===== src/rtl/alarm_clock.sv =====
// alarm_clock: 24-hour keypad alarm clock driving four ASCII digits and an alarm flag
module alarm_clock (
    input  logic       clock,
    input  logic       reset,
    input  logic       fastwatch,
    input  logic       alarm_button,
    input  logic       time_button,
    input  logic [3:0] key,
    output logic       alarm_sound,
    output logic [7:0] ms_hour,
    output logic [7:0] ls_hour,
    output logic [7:0] ms_minute,
    output logic [7:0] ls_minute
);
    typedef enum logic [2:0] {SHOW_TIME, KEY_STORED, KEY_WAITED, KEY_ENTRY, SHOW_ALARM} state_t;
    state_t state, next;
    logic [7:0] tick_cnt;
    logic [5:0] sec_cnt;
    logic [3:0] idle_cnt;
    logic one_second, one_minute, time_out, is_digit, shift, load_alarm, load_new_time, buf_valid, armed;
    logic [3:0] kb_mh, kb_lh, kb_mm, kb_lm;
    logic [3:0] cur_mh, cur_lh, cur_mm, cur_lm;
    logic [3:0] alm_mh, alm_lh, alm_mm, alm_lm;
    logic [15:0] disp;

    assign one_second = tick_cnt == 8'hFF;
    assign one_minute = one_second && (fastwatch || sec_cnt == 6'd59);
    assign time_out = idle_cnt == 4'd9;
    assign is_digit = key <= 4'd9;
    assign buf_valid = ((kb_mh < 4'd2 && kb_lh <= 4'd9) || (kb_mh == 4'd2 && kb_lh <= 4'd3))
                       && kb_mm <= 4'd5 && kb_lm <= 4'd9;

    // time base: 256-clock second pulse and a 0..59 second count for the minute pulse
    always_ff @(posedge clock or posedge reset) begin
        if (reset) begin
            tick_cnt <= '0;
            sec_cnt  <= '0;
        end else begin
            tick_cnt <= tick_cnt + 8'd1;
            if (one_second)
                sec_cnt <= (sec_cnt == 6'd59) ? 6'd0 : sec_cnt + 6'd1;
        end
    end

    // inactivity seconds while entering keys; cleared in every non-entry state
    always_ff @(posedge clock or posedge reset) begin
        if (reset)
            idle_cnt <= '0;
        else if (state == KEY_ENTRY || state == KEY_WAITED) begin
            if (one_second)
                idle_cnt <= idle_cnt + 4'd1;
        end else
            idle_cnt <= '0;
    end

    // control state register
    always_ff @(posedge clock or posedge reset) begin
        if (reset)
            state <= SHOW_TIME;
        else
            state <= next;
    end

    // next state and one-cycle strobes
    always_comb begin
        next = state;
        shift = 1'b0;
        load_alarm = 1'b0;
        load_new_time = 1'b0;
        case (state)
            SHOW_TIME: begin
                if (alarm_button)
                    next = SHOW_ALARM;
                else if (is_digit)
                    next = KEY_STORED;
            end
            KEY_STORED: begin
                shift = 1'b1;
                next = KEY_WAITED;
            end
            KEY_WAITED: begin
                if (!is_digit)
                    next = KEY_ENTRY;
                else if (time_out)
                    next = SHOW_TIME;
            end
            KEY_ENTRY: begin
                if (alarm_button) begin
                    load_alarm = 1'b1;
                    next = SHOW_TIME;
                end else if (time_button) begin
                    load_new_time = 1'b1;
                    next = SHOW_TIME;
                end else if (time_out)
                    next = SHOW_TIME;
                else if (is_digit)
                    next = KEY_STORED;
            end
            SHOW_ALARM: begin
                if (!alarm_button)
                    next = SHOW_TIME;
            end
            default: next = SHOW_TIME;
        endcase
    end

    // key buffer shifts left, newest key enters at the least significant minute
    always_ff @(posedge clock or posedge reset) begin
        if (reset)
            {kb_mh, kb_lh, kb_mm, kb_lm} <= '0;
        else if (shift)
            {kb_mh, kb_lh, kb_mm, kb_lm} <= {kb_lh, kb_mm, kb_lm, key};
    end

    // current time: a valid load takes precedence over the minute increment
    always_ff @(posedge clock or posedge reset) begin
        if (reset)
            {cur_mh, cur_lh, cur_mm, cur_lm} <= '0;
        else if (load_new_time && buf_valid)
            {cur_mh, cur_lh, cur_mm, cur_lm} <= {kb_mh, kb_lh, kb_mm, kb_lm};
        else if (one_minute) begin
            if (cur_lm != 4'd9)
                cur_lm <= cur_lm + 4'd1;
            else begin
                cur_lm <= 4'd0;
                if (cur_mm != 4'd5)
                    cur_mm <= cur_mm + 4'd1;
                else begin
                    cur_mm <= 4'd0;
                    if (cur_mh == 4'd2 && cur_lh == 4'd3)
                        {cur_mh, cur_lh} <= '0;
                    else if (cur_lh == 4'd9) begin
                        cur_lh <= 4'd0;
                        cur_mh <= cur_mh + 4'd1;
                    end else
                        cur_lh <= cur_lh + 4'd1;
                end
            end
        end
    end

    // alarm register; armed once a valid alarm time has been committed
    always_ff @(posedge clock or posedge reset) begin
        if (reset) begin
            {alm_mh, alm_lh, alm_mm, alm_lm} <= '0;
            armed <= 1'b0;
        end else if (load_alarm && buf_valid) begin
            {alm_mh, alm_lh, alm_mm, alm_lm} <= {kb_mh, kb_lh, kb_mm, kb_lm};
            armed <= 1'b1;
        end
    end

    // display source: alarm view, key buffer during entry, otherwise current time
    always_comb begin
        disp = (state == SHOW_ALARM) ? {alm_mh, alm_lh, alm_mm, alm_lm} :
               (state == KEY_STORED || state == KEY_WAITED || state == KEY_ENTRY) ? {kb_mh, kb_lh, kb_mm, kb_lm} :
               {cur_mh, cur_lh, cur_mm, cur_lm};
    end

    assign ms_hour   = {4'h3, disp[15:12]};
    assign ls_hour   = {4'h3, disp[11:8]};
    assign ms_minute = {4'h3, disp[7:4]};
    assign ls_minute = {4'h3, disp[3:0]};
    assign alarm_sound = armed && {cur_mh, cur_lh, cur_mm, cur_lm} == {alm_mh, alm_lh, alm_mm, alm_lm};
endmodule


===== config.mk =====
export PLATFORM = sky130hd
export DESIGN_NAME = alarm_clock
export DESIGN_NICKNAME = d
export VERILOG_FILES = /design/src/rtl/alarm_clock.sv
export SDC_FILE = /design/constraint.sdc
export NUM_CORES = 1
export LEC_CHECK = 0
export CORE_UTILIZATION = 35
export CTS_BUF_LIST = sky130_fd_sc_hd__clkbuf_2
export CTS_CLUSTER_SIZE = 25
export DETAILED_ROUTE_END_ITERATION = 6
export GPL_ROUTABILITY_DRIVEN = 1
export SYNTH_ARGS = -nofsm -noshare
export SYNTH_HDL_FRONTEND = slang
export SYNTH_SLANG_ARGS = --single-unit

===== constraint.sdc =====
create_clock -name clock -period 4.7 [get_ports clock]
set_clock_uncertainty 0.1 [all_clocks]
set_input_delay 0.94 -clock clock [delete_from_list [all_inputs] [get_ports clock]]
set_output_delay 0.94 -clock clock [all_outputs]
set_load 0.01 [all_outputs]

* Word level (Yosys, flattened, before mapping)
Index checks and enable logic that the tools add are counted.
Cells by class: add/sub/neg operators 7, magnitude comparators 6, equality and inequality tests 19, muxes and demuxes 39, reductions and logical operators 21
Operators by type and width (count):
- $mux W4 | 21
- $mux W16 | 2
- $mux W3 | 8
- $add A4 B1 Y4 const B | 5
- $eq A16 B16 Y1 | 1
- $pmux W3 S5 | 1
- $eq A4 B2 Y1 const B | 3
- $le A4 B4 Y1 const B | 3
- $logic_and A1 B1 Y1 | 9
- $add A8 B1 Y8 const B | 1
- $eq A4 B4 Y1 const B | 2
- $eq A8 B8 Y1 const B | 1
- $ne A2 B2 Y1 const B | 4
- $add A6 B1 Y6 const B | 1
- $eq A3 B2 Y1 const B | 2
- $eq A6 B6 Y1 const B | 1
- $mux W1 | 6
- $mux W6 | 1
- $logic_or A1 B1 Y1 | 5
- $le A4 B2 Y1 const B | 1
- $le A4 B3 Y1 const B | 1
- $lt A4 B2 Y1 const B | 1
- $ne A4 B3 Y1 const B | 1
- $ne A4 B4 Y1 const B | 1
- 9 further kinds | 10
Storage, ports and cells: register bits after elaboration 70, input port bits 9, word-level logic and storage cells 109

* Depth between registers and ports, before layout
Gate-level depths: netlist (run 1).
depth after elaboration 8, depth in mapped cells 7, mapped depth without buffers 7

* Worst setup path before layout (run 1)
No wires, ideal clock.
path type flip-flop to output port, from register state[0], to output port ls_hour[0], arrival 1.518 ns, path slack 2.142 ns, cell stages (with the launch flop) 6, buffers on the path 1, cells stage by stage dfrtp_1 > nor2_1 > xnor2_1 > clkbuf_1 > nor2_1 > a211oi_1
On the way: word-level cells in the longest chain between the ends 5, elaborated cells between the ends (all ways) 8, those cells by class eq/ne (4); mux (2); reduce/logical (2)
RTL lines:
- start: declaration | RTL line 16 | state_t state, next;
- start signal: assignment | RTL line 61 | state <= next;
- $eq A3 B1 Y1 or $eq A3 B2 Y1 (tied branches) | RTL line 156 | (state == KEY_STORED || state == KEY_WAITED || state == KEY_ENTRY) ? {kb_mh, kb_lh, kb_mm, kb_lm} :
- $logic_or A1 B1 Y1 (2 in series) | RTL line 156
- $mux W16 | RTL line 156
- $mux W16 (*) | RTL line 155 | disp = (state == SHOW_ALARM) ? {alm_mh, alm_lh, alm_mm, alm_lm} :
- end: declaration | RTL line 11 | output logic [7:0] ls_hour,
Mark *: on every way between the ends. The rest lies on a longest branch, timed or not.

* Final worst setup path (run 1)
from register cur_lm[1], to output port alarm_sound
On the way: word-level cells in the longest chain between the ends 2
RTL lines:
- start: declaration | RTL line 22 | logic [3:0] cur_mh, cur_lh, cur_mm, cur_lm;
- start signal: assignment | RTL line 120 | {cur_mh, cur_lh, cur_mm, cur_lm} <= {kb_mh, kb_lh, kb_mm, kb_lm};
- start signal: assignment | RTL line 123 | cur_lm <= cur_lm + 4'd1;
- $eq A16 B16 Y1 | RTL line 164 | assign alarm_sound = armed && {cur_mh, cur_lh, cur_mm, cur_lm} == {alm_mh, alm_lh, alm_mm, alm_lm};
- $logic_and A1 B1 Y1 | RTL line 164
- end: declaration | RTL line 9 | output logic alarm_sound,
No other way between the ends.

==> flow_metrics.env, run 1 <==
export IMPL_outcome="finished clean"
export IMPL_worst_setup_path_type="register to output port"
export IMPL_cts_sinks=70
export IMPL_fmax_ghz=0.259
export IMPL_drt_initial_drc_count=202
export IMPL_tritoncts="done"
export IMPL_period_share_pct=82.3
export IMPL_insertedDiodeCount=0
export IMPL_design_core_area_sq_mm=0.0109
export IMPL_final_antenna_net_count=0
export IMPL_worstReg2RegStart="tick_cnt[0]"
export IMPL_grt_start_max_net_pins=41
export IMPL_synthDistinctLibCells=51
export IMPL_comb_power_share_pct=44.4
export IMPL_synth_seq_cells=70
export IMPL_fp_dieH_um=109
export IMPL_dp_cells=566
export IMPL_switching_share_pct=41.0
export IMPL_num_fill_cells=1079
export IMPL_clk_pin_slew_ns=0.18
export IMPL_period_minus_slack_ns=3.87
export IMPL_report_power_total_mw=2.57
export IMPL_cts_hold_repair_buffers=0
export IMPL_pre_cts_setup_slack_ns=1.43
export IMPL_drcViolationCount=0
export IMPL_final_setup_violation_count=0
export IMPL_yosysTopAreaCellShare_pct=44.1
export IMPL_synth_cell_area_sq_mm=0.00397
export IMPL_cellPowerDensity_mw_per_mm2=582
export IMPL_ys_dominant_reg_cell="sky130_fd_sc_hd__dfrtp_1"
export IMPL_netlist_top_cells_area="sky130_fd_sc_hd__dfrtp_1, sky130_fd_sc_hd__mux2_2, sky130_fd_sc_hd__xnor2_1, sky130_fd_sc_hd__nand2_1, sky130_fd_sc_hd__nor2_1"
export IMPL_wire_per_inst_um=16.0
export IMPL_slew_viol_final=0
export IMPL_syn_area_cell_sq_um=9.53
export IMPL_rows=38
export IMPL_worst_path_max_fanout=8
export IMPL_internal_power_mw=1.51
export IMPL_via_density_per_instance=5.29
export IMPL_end_kind="output port"
export IMPL_ys_warn_count=0
export IMPL_synthToLayoutAreaGrowth_pct=11.1
export IMPL_routed_via_count=3079
export IMPL_clockPowerShare_pct=15.1
export IMPL_port_buffer_count=25
export IMPL_startpoint_type="register"
export IMPL_hold_class="register to register"
export IMPL_drtPass1Iterations=4
export IMPL_worstRegToRegCells=6
export IMPL_setup_total_negative_slack_ns=0
export IMPL_nNetsFinal=454
export IMPL_cts_repair_resized=0
export IMPL_synth_common_cells="sky130_fd_sc_hd__dfrtp_1, sky130_fd_sc_hd__nand2_1, sky130_fd_sc_hd__nor2_1"
export IMPL_worstReg2RegEnd="cur_mm[0]"
export IMPL_post_layout_nonfiller_instances=582
export IMPL_antenna_violations_before_repair=0
export IMPL_synth_top_cell_by_area="sky130_fd_sc_hd__dfrtp_1"
export IMPL_number_of_buffers_inserted_during_clock_tree_synthesis=9
export IMPL_setup_slack_ns=0.833
export IMPL_worst_hold_path_endpoint="tick_cnt[0]"
export IMPL_fp_dieArea_sq_mm=0.0118
export IMPL_gpl_final_weighted_congestion=0.815
export IMPL_routed_wl_um=9340
export IMPL_floorplan_die_width_um=109
export IMPL_overflow_after_grt=0
export IMPL_power_switching_mw=1.05
export IMPL_cp_data_arrival_time_ns=2.83
export IMPL_hold_path_startpoint="tick_cnt[0]"
export IMPL_tightestPinTransition_ns=0.899
export IMPL_synthMostInstantiatedCell="sky130_fd_sc_hd__dfrtp_1"
export IMPL_p_seq_share_pct=40.5
export IMPL_max_cap_violations=0
export IMPL_cts_root_buf="sky130_fd_sc_hd__clkbuf_2"
export IMPL_finalHoldViolations=0
export IMPL_floorplan_initialDensity_pct=36.3
export IMPL_worst_case_headroom_to_the_max_slew_limit_pct=39.9
export IMPL_dpl_hpwl_um=6700
export IMPL_ff2ff_setup_slack_ns=2.01
export IMPL_grt_first_pass_wirelength_um=15500
export IMPL_max_vdd_ir_drop_mv=0.333
export IMPL_htreeDepth=3
export IMPL_clk_latency_ns=0.52
export IMPL_vias_in_the_first_global_route=2992
export IMPL_grt_usage_pct=17.4
export IMPL_postSynthCellCount=417
export IMPL_rsz_0062_raised_after_global_routing="false"
export IMPL_p_leak_nw=1.95
export IMPL_finish_utilization_pct=40.3
export IMPL_count_of_pins_on_the_block_boundary=42
export IMPL_post_route_cells_drive_above_1_share_pct=13.3
export IMPL_worstPathRequired_ns=3.66
export IMPL_cts_path_max_buffers=2
export IMPL_synth_edff_count=0
export IMPL_worstHoldPathCells=1
export IMPL_post_cts_repair_setup_buffers=0
export IMPL_yosysSeqAreaShare_pct=44.1
export IMPL_synth_async_reset_ratio_pct=100
cell type report:
cell class	instances	area, sq um	area share, %
clock inverter	6	76.3	1.73
sequential	70	1750	39.7
tap	140	175	3.97
multi-input combinational	312	2010	45.6
inverter	12	45.0	1.02
timing repair buffer	32	303	6.86
clock buffer	10	50.0	1.13
power groups by stage:
stage	logic (mW)	registers, mW	clock network (mW)
2_1_floorplan	0.788	0.911	0
3_3_place_gp	1.12	1.04	0
3_5_place_dp	1.13	1.05	0
4_1_cts	1.14	1.03	0.398
5_1_grt	1.23	1.07	0.425
6_report	1.14	1.04	0.387
worst max-delay path: stages (launching register included):
cell and delay [ns]:
sky130_fd_sc_hd__dfrtp_1 0.51, sky130_fd_sc_hd__xor2_1 0.20, sky130_fd_sc_hd__nor4_1 0.51, sky130_fd_sc_hd__nand4_1 0.16, sky130_fd_sc_hd__nor4_1 0.32, sky130_fd_sc_hd__clkdlybuf4s50_1 0.61
layer usage:
layer  share of wire, %  up-vias  wire length (um)  global-route usage, %
li1                   -     1475                 -                      -
met1                 49     1502              4560                   25.0
met2                 44       87              4130                   26.4
met3                5.2       15               481                   2.89
met4                1.8        0               164                   6.08
met5                  0        -                 0                      0
flip-flops by register name, summed over array words and instances, names as in the netlist:
register  count
state         3
kb_lm         4
kb_mh         4
idle_cnt      4
cur_mm        4
alm_lh        4
tick_cnt      8
cur_lm        4
cur_lh        4
armed         1
alm_mh        4
alm_lm        4
cur_mh        4
kb_mm         4
sec_cnt       6
kb_lh         4
alm_mm        4
placed cells by master (no fill, tap or decap), types with 10 or more instances in the layout:
cell                              instances
sky130_fd_sc_hd__xnor2_1                 20
sky130_fd_sc_hd__and3_1                  12
sky130_fd_sc_hd__nor2_1                  38
sky130_fd_sc_hd__clkbuf_2                10
sky130_fd_sc_hd__nor3_1                  14
sky130_fd_sc_hd__clkdlybuf4s50_1         25
sky130_fd_sc_hd__inv_1                   10
sky130_fd_sc_hd__dfrtp_1                 70
sky130_fd_sc_hd__conb_1                  16
sky130_fd_sc_hd__nand3_1                 12
sky130_fd_sc_hd__nand2_1                 45
sky130_fd_sc_hd__o21ai_0                 19
sky130_fd_sc_hd__a31oi_1                 12
sky130_fd_sc_hd__mux2_2                  30
worst max-delay path by stage:
stage | from | endpoint | depth (start not counted)
after floorplan | reset | alm_lh[0] | 1
after global placement | cur_lm[1] | alarm_sound | 5
after detailed placement | cur_lm[1] | alarm_sound | 5
after CTS | cur_lm[1] | alarm_sound | 5
after global routing | cur_lm[1] | alarm_sound | 5
final | cur_lm[1] | alarm_sound | 5
stage by stage:
step	cell area, sq um	hold slack [ns]
after CTS	4410	0.389
after global placement	4290	0.349
after detailed placement	4290	0.366
final	4410	0.388
after floorplan	4030	0.335
after global routing	4410	0.430
kinds of logic after synthesis:
group | count (synthesis) | share of synthesized area (%)
simple gates | 163 | 20.9
flops | 70 | 44.1
compound gates | 62 | 9.76
buf+inv | 49 | 6.61
mux | 34 | 9.51
xor+xnor | 29 | 6.39
fa+ha+maj | 8 | 2.52
other cells | 2 | 0.189
(Power assumes the default switching activity.)
==> run 2: changes to the inputs <==
==> constraint.sdc (replaced) <==
create_clock -name clock -period 3.3 [get_ports clock]
set_clock_uncertainty 0.1 [all_clocks]
set_input_delay 0.66 -clock clock [delete_from_list [all_inputs] [get_ports clock]]
set_output_delay 0.66 -clock clock [all_outputs]
set_load 0.01 [all_outputs]
==> run 2 against run 1 <==
Non-clock buffer count grew 1. Power rose by 48%. Setup slack got worse by 0.65 ns. Largest cell class unchanged. Core utilization up 0.79 points. Sequential share of layout area shrank 0.62 points. Critical path type unchanged. Cell count up 0.17%. Clock-buffer cell count is 1 lower. Cell area rose by 2.0%. Routed wire length increased by 0.65%. Die area did not move. Largest power group unchanged. Register-to-register slack worse by 1.1 ns.
==> flow_metrics.env, run 2 (synthesized netlist as in run 1, its figures left out) <==
export IMPL_via_density_per_instance=5.37
export IMPL_count_of_pins_on_the_block_boundary=42
export IMPL_cts_root_buf="sky130_fd_sc_hd__clkbuf_2"
export IMPL_overflow_after_grt=0
export IMPL_max_cap_violations=0
export IMPL_hold_class="register to register"
export IMPL_cts_path_max_buffers=2
export IMPL_cp_data_arrival_time_ns=2.36
export IMPL_drcViolationCount=0
export IMPL_whs_ns=0.381
export IMPL_design_core_area_sq_mm=0.0109
export IMPL_num_fill_cells=1068
export IMPL_vias_in_the_first_global_route=2973
export IMPL_dpl_hpwl_um=6530
export IMPL_cts_sinks=70
export IMPL_grt_usage_pct=17.3
export IMPL_floorplan_initialDensity_pct=36.3
export IMPL_period_minus_slack_ns=3.12
export IMPL_p_leak_nw=1.99
export IMPL_htreeDepth=3
export IMPL_startpoint_type="register"
export IMPL_layout_commonest_cell="sky130_fd_sc_hd__dfrtp_1"
export IMPL_detailed_place_area_sq_mm=0.00431
export IMPL_grt_start_max_net_pins=71
export IMPL_tightestPinTransition_ns=0.719
export IMPL_ff_latch_area_sq_mm=0.00176
export IMPL_fmax_ghz=0.321
export IMPL_antenna_violations_before_repair=0
export IMPL_tritoncts="done"
export IMPL_grt_first_pass_wirelength_um=15400
export IMPL_floorplan_die_width_um=109
export IMPL_most_flop_heavy_register="tick_cnt"
export IMPL_stdcell_area_sq_mm=0.00450
export IMPL_finalHoldViolations=0
export IMPL_top_library_cells_by_usage_in_the_layout_fill_and_taps_aside="sky130_fd_sc_hd__dfrtp_1, sky130_fd_sc_hd__nand2_1, sky130_fd_sc_hd__nor2_1"
export IMPL_max_vdd_ir_drop_mv=0.523
export IMPL_cts_hold_repair_buffers=0
export IMPL_slew_viol_final=0
export IMPL_setup_total_negative_slack_ns=0
export IMPL_fp_dieArea_sq_mm=0.0118
export IMPL_nNetsFinal=455
export IMPL_wire_per_inst_um=16.1
export IMPL_insertedDiodeCount=0
export IMPL_gpl_final_weighted_congestion=0.860
export IMPL_worst_case_headroom_to_the_max_slew_limit_pct=51.9
export IMPL_post_route_cells_drive_above_1_share_pct=16.3
export IMPL_number_of_buffers_inserted_during_clock_tree_synthesis=9
export IMPL_routed_via_count=3132
export IMPL_worst_path_max_fanout=23
export IMPL_clk_latency_ns=0.49
export IMPL_port_buffer_count=25
export IMPL_final_setup_violation_count=0
export IMPL_period_share_pct=94.5
export IMPL_clk_pin_slew_ns=0.20
export IMPL_worst_setup_path_type="register to output port"
export IMPL_final_antenna_net_count=0
export IMPL_biggestRegsByFlops="tick_cnt: 8 flops, sec_cnt: 6 flops"
export IMPL_routed_wl_um=9400
export IMPL_largest_register_ff_count=8
export IMPL_end_kind="output port"
export IMPL_fp_dieH_um=109
export IMPL_rsz_0062_raised_after_global_routing="false"
export IMPL_cellPowerDensity_mw_per_mm2=844
export IMPL_synthToLayoutAreaGrowth_pct=13.2
export IMPL_multi_input_comb_area_sq_mm=0.00203
export IMPL_worstPathRequired_ns=2.54
export IMPL_drtPass1Iterations=5
export IMPL_drt_initial_drc_count=226
export IMPL_rows=38
export IMPL_outcome="finished clean"
export IMPL_post_cts_repair_setup_buffers=0
run 2: cell count changes in the layout (fill, tap and decap cells not counted), moves of 2 or more:
cell | previous run | this run
sky130_fd_sc_hd__a211oi_2 | 0 | 3
sky130_fd_sc_hd__dfrtp_2 | 0 | 5
sky130_fd_sc_hd__a211oi_1 | 8 | 5
sky130_fd_sc_hd__clkinv_1 | 4 | 2
sky130_fd_sc_hd__clkdlybuf4s50_1 | 25 | 23
sky130_fd_sc_hd__dfrtp_1 | 70 | 65
run 2: final cells by class:
cell class	count	area share, %
Clock inverter	7	2.50
Multi-Input combinational cell	312	45.2
Timing Repair Buffer	33	7.29
Sequential cell	70	39.1
Tap cell	140	3.89
Clock buffer	9	1.00
Inverter	12	1.00
run 2: repair_timing:
action,in CTS,in global routing
endpoints found under the setup margin,1,10
resized for setup,4,9
hold endpoints to repair,0,0
run 2: through the flow:
stage	total power, mW	utilization (%)	setup slack (ns)	std cells
detailed placement	3.11	39.4	0.466	567
global route	4.04	41.1	0.0112	583
finish	3.79	41.1	0.182	583
global placement	3.08	39.4	0.525	567
floorplan	2.42	-	0.772	431
CTS	3.77	40.9	0.0604	583
run 2: power by group:
group	total, mW	leakage (nW)	internal [mW]	switching (mW)
registers	1.49	0.899	1.09	0.398
clock network	0.639	0.0933	0.323	0.316
logic	1.66	0.995	0.841	0.824
total	3.79	1.99	2.26	1.54
run 2: path summary, 6_finish.rpt:
kind	start	endpoint	slack (ns)	cells after the start
hold reg to reg	tick_cnt[0]	tick_cnt[0]	0.38	1
hold / removal	tick_cnt[0]	tick_cnt[0]	0.38	1
setup reg to reg	cur_lm[0]	cur_mh[2]	0.94	5
max in group asynchronous	reset	state[0]	2.34	3
min in group asynchronous	reset	cur_lm[1]	0.44	3
setup / recovery	state[0]	ls_minute[0]	0.18	6
run 2: layer usage:
metal	routed length [um]	up-vias	share of wire (%)	global-route usage, %
met5	0	-	0	0
met4	171	0	1.8	6.76
met3	507	16	5.4	2.77
met2	4170	105	44	25.5
met1	4550	1527	48	25.1
li1	-	1484	-	-
run 2: critical path, stage by stage, from the launching register on:
cell,delay [ns]
sky130_fd_sc_hd__dfrtp_2,0.49
sky130_fd_sc_hd__nor2_2,0.17
sky130_fd_sc_hd__buf_6,0.22
sky130_fd_sc_hd__nand2_1,0.07
sky130_fd_sc_hd__and3_1,0.17
sky130_fd_sc_hd__a31oi_1,0.19
sky130_fd_sc_hd__clkdlybuf4s50_1,0.58
==> run 3: changes to the inputs <==
==> constraint.sdc (replaced) <==
create_clock -name clock -period 3.3 [get_ports clock]
set_clock_uncertainty 0.1 [all_clocks]
set_input_delay 0.495 -clock clock [delete_from_list [all_inputs] [get_ports clock]]
set_output_delay 0.495 -clock clock [all_outputs]
set_load 0.01 [all_outputs]
==> run 3 against run 2 <==
First-iteration DRC count up 0.88%. Sequential cell count did not move. Cell area fell by 0.53%. Die area unchanged. Sequential share of layout area grew 0.12 points. Largest power group unchanged. Highest routed layer unchanged.
==> flow_metrics.env, run 3 (synthesized netlist as in run 1, its figures left out) <==
export IMPL_wire_per_inst_um=15.8
export IMPL_setup_slack_ns=0.186
export IMPL_synthToLayoutAreaGrowth_pct=12.6
export IMPL_startpoint_type="register"
export IMPL_clk_latency_ns=0.53
export IMPL_whs_ns=0.232
export IMPL_crit_path_start="state[0]"
export IMPL_drt_initial_drc_count=228
export IMPL_final_setup_violation_count=0
export IMPL_num_fill_cells=1093
export IMPL_cp_cell_sequence="nor2_1, buf_4, nand2_1, and3_1, a31oi_1, clkdlybuf4s50_1"
export IMPL_largest_register_ff_count=8
export IMPL_setup_total_negative_slack_ns=0
export IMPL_cts_sinks=70
export IMPL_dpl_hpwl_um=6390
export IMPL_hold_class="input pin to asynchronous set/reset pin"
export IMPL_clockPowerShare_pct=17.0
export IMPL_cp_data_arrival_time_ns=2.52
export IMPL_worst_path_max_fanout=23
export IMPL_finalHoldViolations=0
export IMPL_via_density_per_instance=5.36
export IMPL_routed_wl_um=9240
export IMPL_cts_path_max_buffers=2
export IMPL_comb_power_share_pct=43.9
export IMPL_cellPowerDensity_mw_per_mm2=842
export IMPL_port_buffer_count=25
export IMPL_post_cts_repair_setup_buffers=0
export IMPL_count_of_pins_on_the_block_boundary=42
export IMPL_floorplan_initialDensity_pct=36.3
export IMPL_design_core_area_sq_mm=0.0109
export IMPL_max_cap_violations=0
export IMPL_rows=38
export IMPL_drtPass1Iterations=5
export IMPL_fp_dieArea_sq_mm=0.0118
export IMPL_tightestPinTransition_ns=0.712
export IMPL_ff_latch_area_sq_mm=0.00175
export IMPL_cts_root_buf="sky130_fd_sc_hd__clkbuf_2"
export IMPL_worst_setup_path_type="register to output port"
export IMPL_outcome="finished clean"
export IMPL_rsz_0062_raised_after_global_routing="false"
export IMPL_grt_start_max_net_pins=71
export IMPL_overflow_after_grt=0
export IMPL_end_kind="output port"
export IMPL_p_leak_nw=1.98
export IMPL_post_route_cells_drive_above_1_share_pct=14.4
export IMPL_clk_pin_slew_ns=0.22
export IMPL_antenna_violations_before_repair=0
export IMPL_grt_first_pass_wirelength_um=15200
export IMPL_internal_power_mw=2.25
export IMPL_power_switching_mw=1.52
export IMPL_gpl_final_weighted_congestion=0.847
export IMPL_tritoncts="done"
export IMPL_worstPathRequired_ns=2.70
export IMPL_worst_case_headroom_to_the_max_slew_limit_pct=52.5
export IMPL_worstReg2RegStart="state[2]"
export IMPL_vias_in_the_first_global_route=2846
export IMPL_multi_input_comb_area_sq_mm=0.00202
export IMPL_floorplan_die_width_um=109
export IMPL_switching_share_pct=40.3
export IMPL_drcViolationCount=0
export IMPL_critical_path_slowest_cell="sky130_fd_sc_hd__clkdlybuf4s50_1"
export IMPL_htreeDepth=3
export IMPL_slew_viol_final=0
export IMPL_pre_cts_setup_slack_ns=0.627
export IMPL_nNetsFinal=455
export IMPL_most_flop_heavy_register="tick_cnt"
export IMPL_routed_via_count=3122
export IMPL_biggestRegsByFlops="tick_cnt: 8 flops, sec_cnt: 6 flops"
export IMPL_final_antenna_net_count=0
export IMPL_insertedDiodeCount=0
export IMPL_period_share_pct=94.4
export IMPL_number_of_buffers_inserted_during_clock_tree_synthesis=9
export IMPL_layout_commonest_cell="sky130_fd_sc_hd__dfrtp_1"
export IMPL_grt_usage_pct=17.1
export IMPL_fp_dieH_um=109
export IMPL_p_seq_share_pct=39.1
export IMPL_max_vdd_ir_drop_mv=0.376
export IMPL_report_power_total_mw=3.77
export IMPL_fmax_ghz=0.321
export IMPL_critPathMaxStageDelay_ns=0.58
export IMPL_period_minus_slack_ns=3.11
export IMPL_top_library_cells_by_usage_in_the_layout_fill_and_taps_aside="sky130_fd_sc_hd__dfrtp_1, sky130_fd_sc_hd__nand2_1, sky130_fd_sc_hd__nor2_1"
==> run 3: cell types whose count changed in the layout (fill, tap and decap cells not counted), moves of 2 or more <==
| cell | previous run | this run |
|---|---|---|
| sky130_fd_sc_hd__dfrtp_1 | 65 | 68 |
| sky130_fd_sc_hd__a211oi_1 | 5 | 8 |
| sky130_fd_sc_hd__clkinvlp_4 | 0 | 2 |
| sky130_fd_sc_hd__dfrtp_2 | 5 | 2 |
| sky130_fd_sc_hd__a211oi_2 | 3 | 0 |
| sky130_fd_sc_hd__clkinv_2 | 2 | 0 |
==> run 3: final timing paths <==
| check | endpoint | slack (ns) | cells after the start |
|---|---|---|---|
| hold reg to reg | tick_cnt[0] | 0.38 | 1 |
| min in group clock | tick_cnt[0] | 0.38 | 1 |
| setup reg to reg | cur_mh[1] | 0.87 | 6 |
| hold / removal | kb_lh[2] | 0.23 | 3 |
| max in group asynchronous | cur_mh[2] | 2.55 | 3 |
| setup / recovery | ls_minute[0] | 0.19 | 6 |
==> run 3: worst max-delay path: cells and delay by family (launching register included) <==
family | cells | cell delay (ns)
buffers and inverters | 2 | 0.87
flip-flops | 1 | 0.49
AND/OR/NAND/NOR | 3 | 0.45
AO/OA/AOI/OAI | 1 | 0.20
==> run 3: layout make-up <==
| cell class | count | share of cell area (%) |
|---|---|---|
| Clock inverter | 7 | 2.52 |
| Tap cell | 140 | 3.91 |
| Inverter | 12 | 1.01 |
| Multi-Input combinational cell | 312 | 45.1 |
| Clock buffer | 9 | 1.01 |
| Sequential cell | 70 | 39.2 |
| Timing Repair Buffer | 33 | 7.27 |
==> run 3: power groups by stage <==
| stage | clock network (mW) | registers [mW] | logic, mW |
|---|---|---|---|
| detailed placement | 0 | 1.48 | 1.64 |
| floorplan | 0 | 1.30 | 1.12 |
| finish | 0.642 | 1.47 | 1.65 |
| CTS | 0.659 | 1.46 | 1.65 |
| global route | 0.702 | 1.52 | 1.81 |
| global placement | 0 | 1.47 | 1.62 |
==> run 3: stage by stage <==
stage               area [sq um]  util [%]  std cells
CTS                         4460      40.8        583
floorplan                   4030         -        431
detailed placement          4310      39.4        567
global placement            4310      39.4        567
global route                4470      40.9        583
finish                      4470      40.9        583
==> run 3: repair_timing <==
action | in CTS | in global routing
resized for setup | 0 | 4
endpoints found under the setup margin | 0 | 1
hold buffers | 0 | 0
hold endpoints to repair | 0 | 0
==> run 3: routing by layer <==
| metal | vias to the layer above | GRT usage, % | wire, um |
|---|---|---|---|
| li1 | 1482 | - | - |
| met1 | 1533 | 24.5 | 4490 |
| met2 | 95 | 25.2 | 4130 |
| met3 | 12 | 3.07 | 455 |
| met4 | 0 | 7.24 | 162 |
| met5 | - | 0 | 0 |
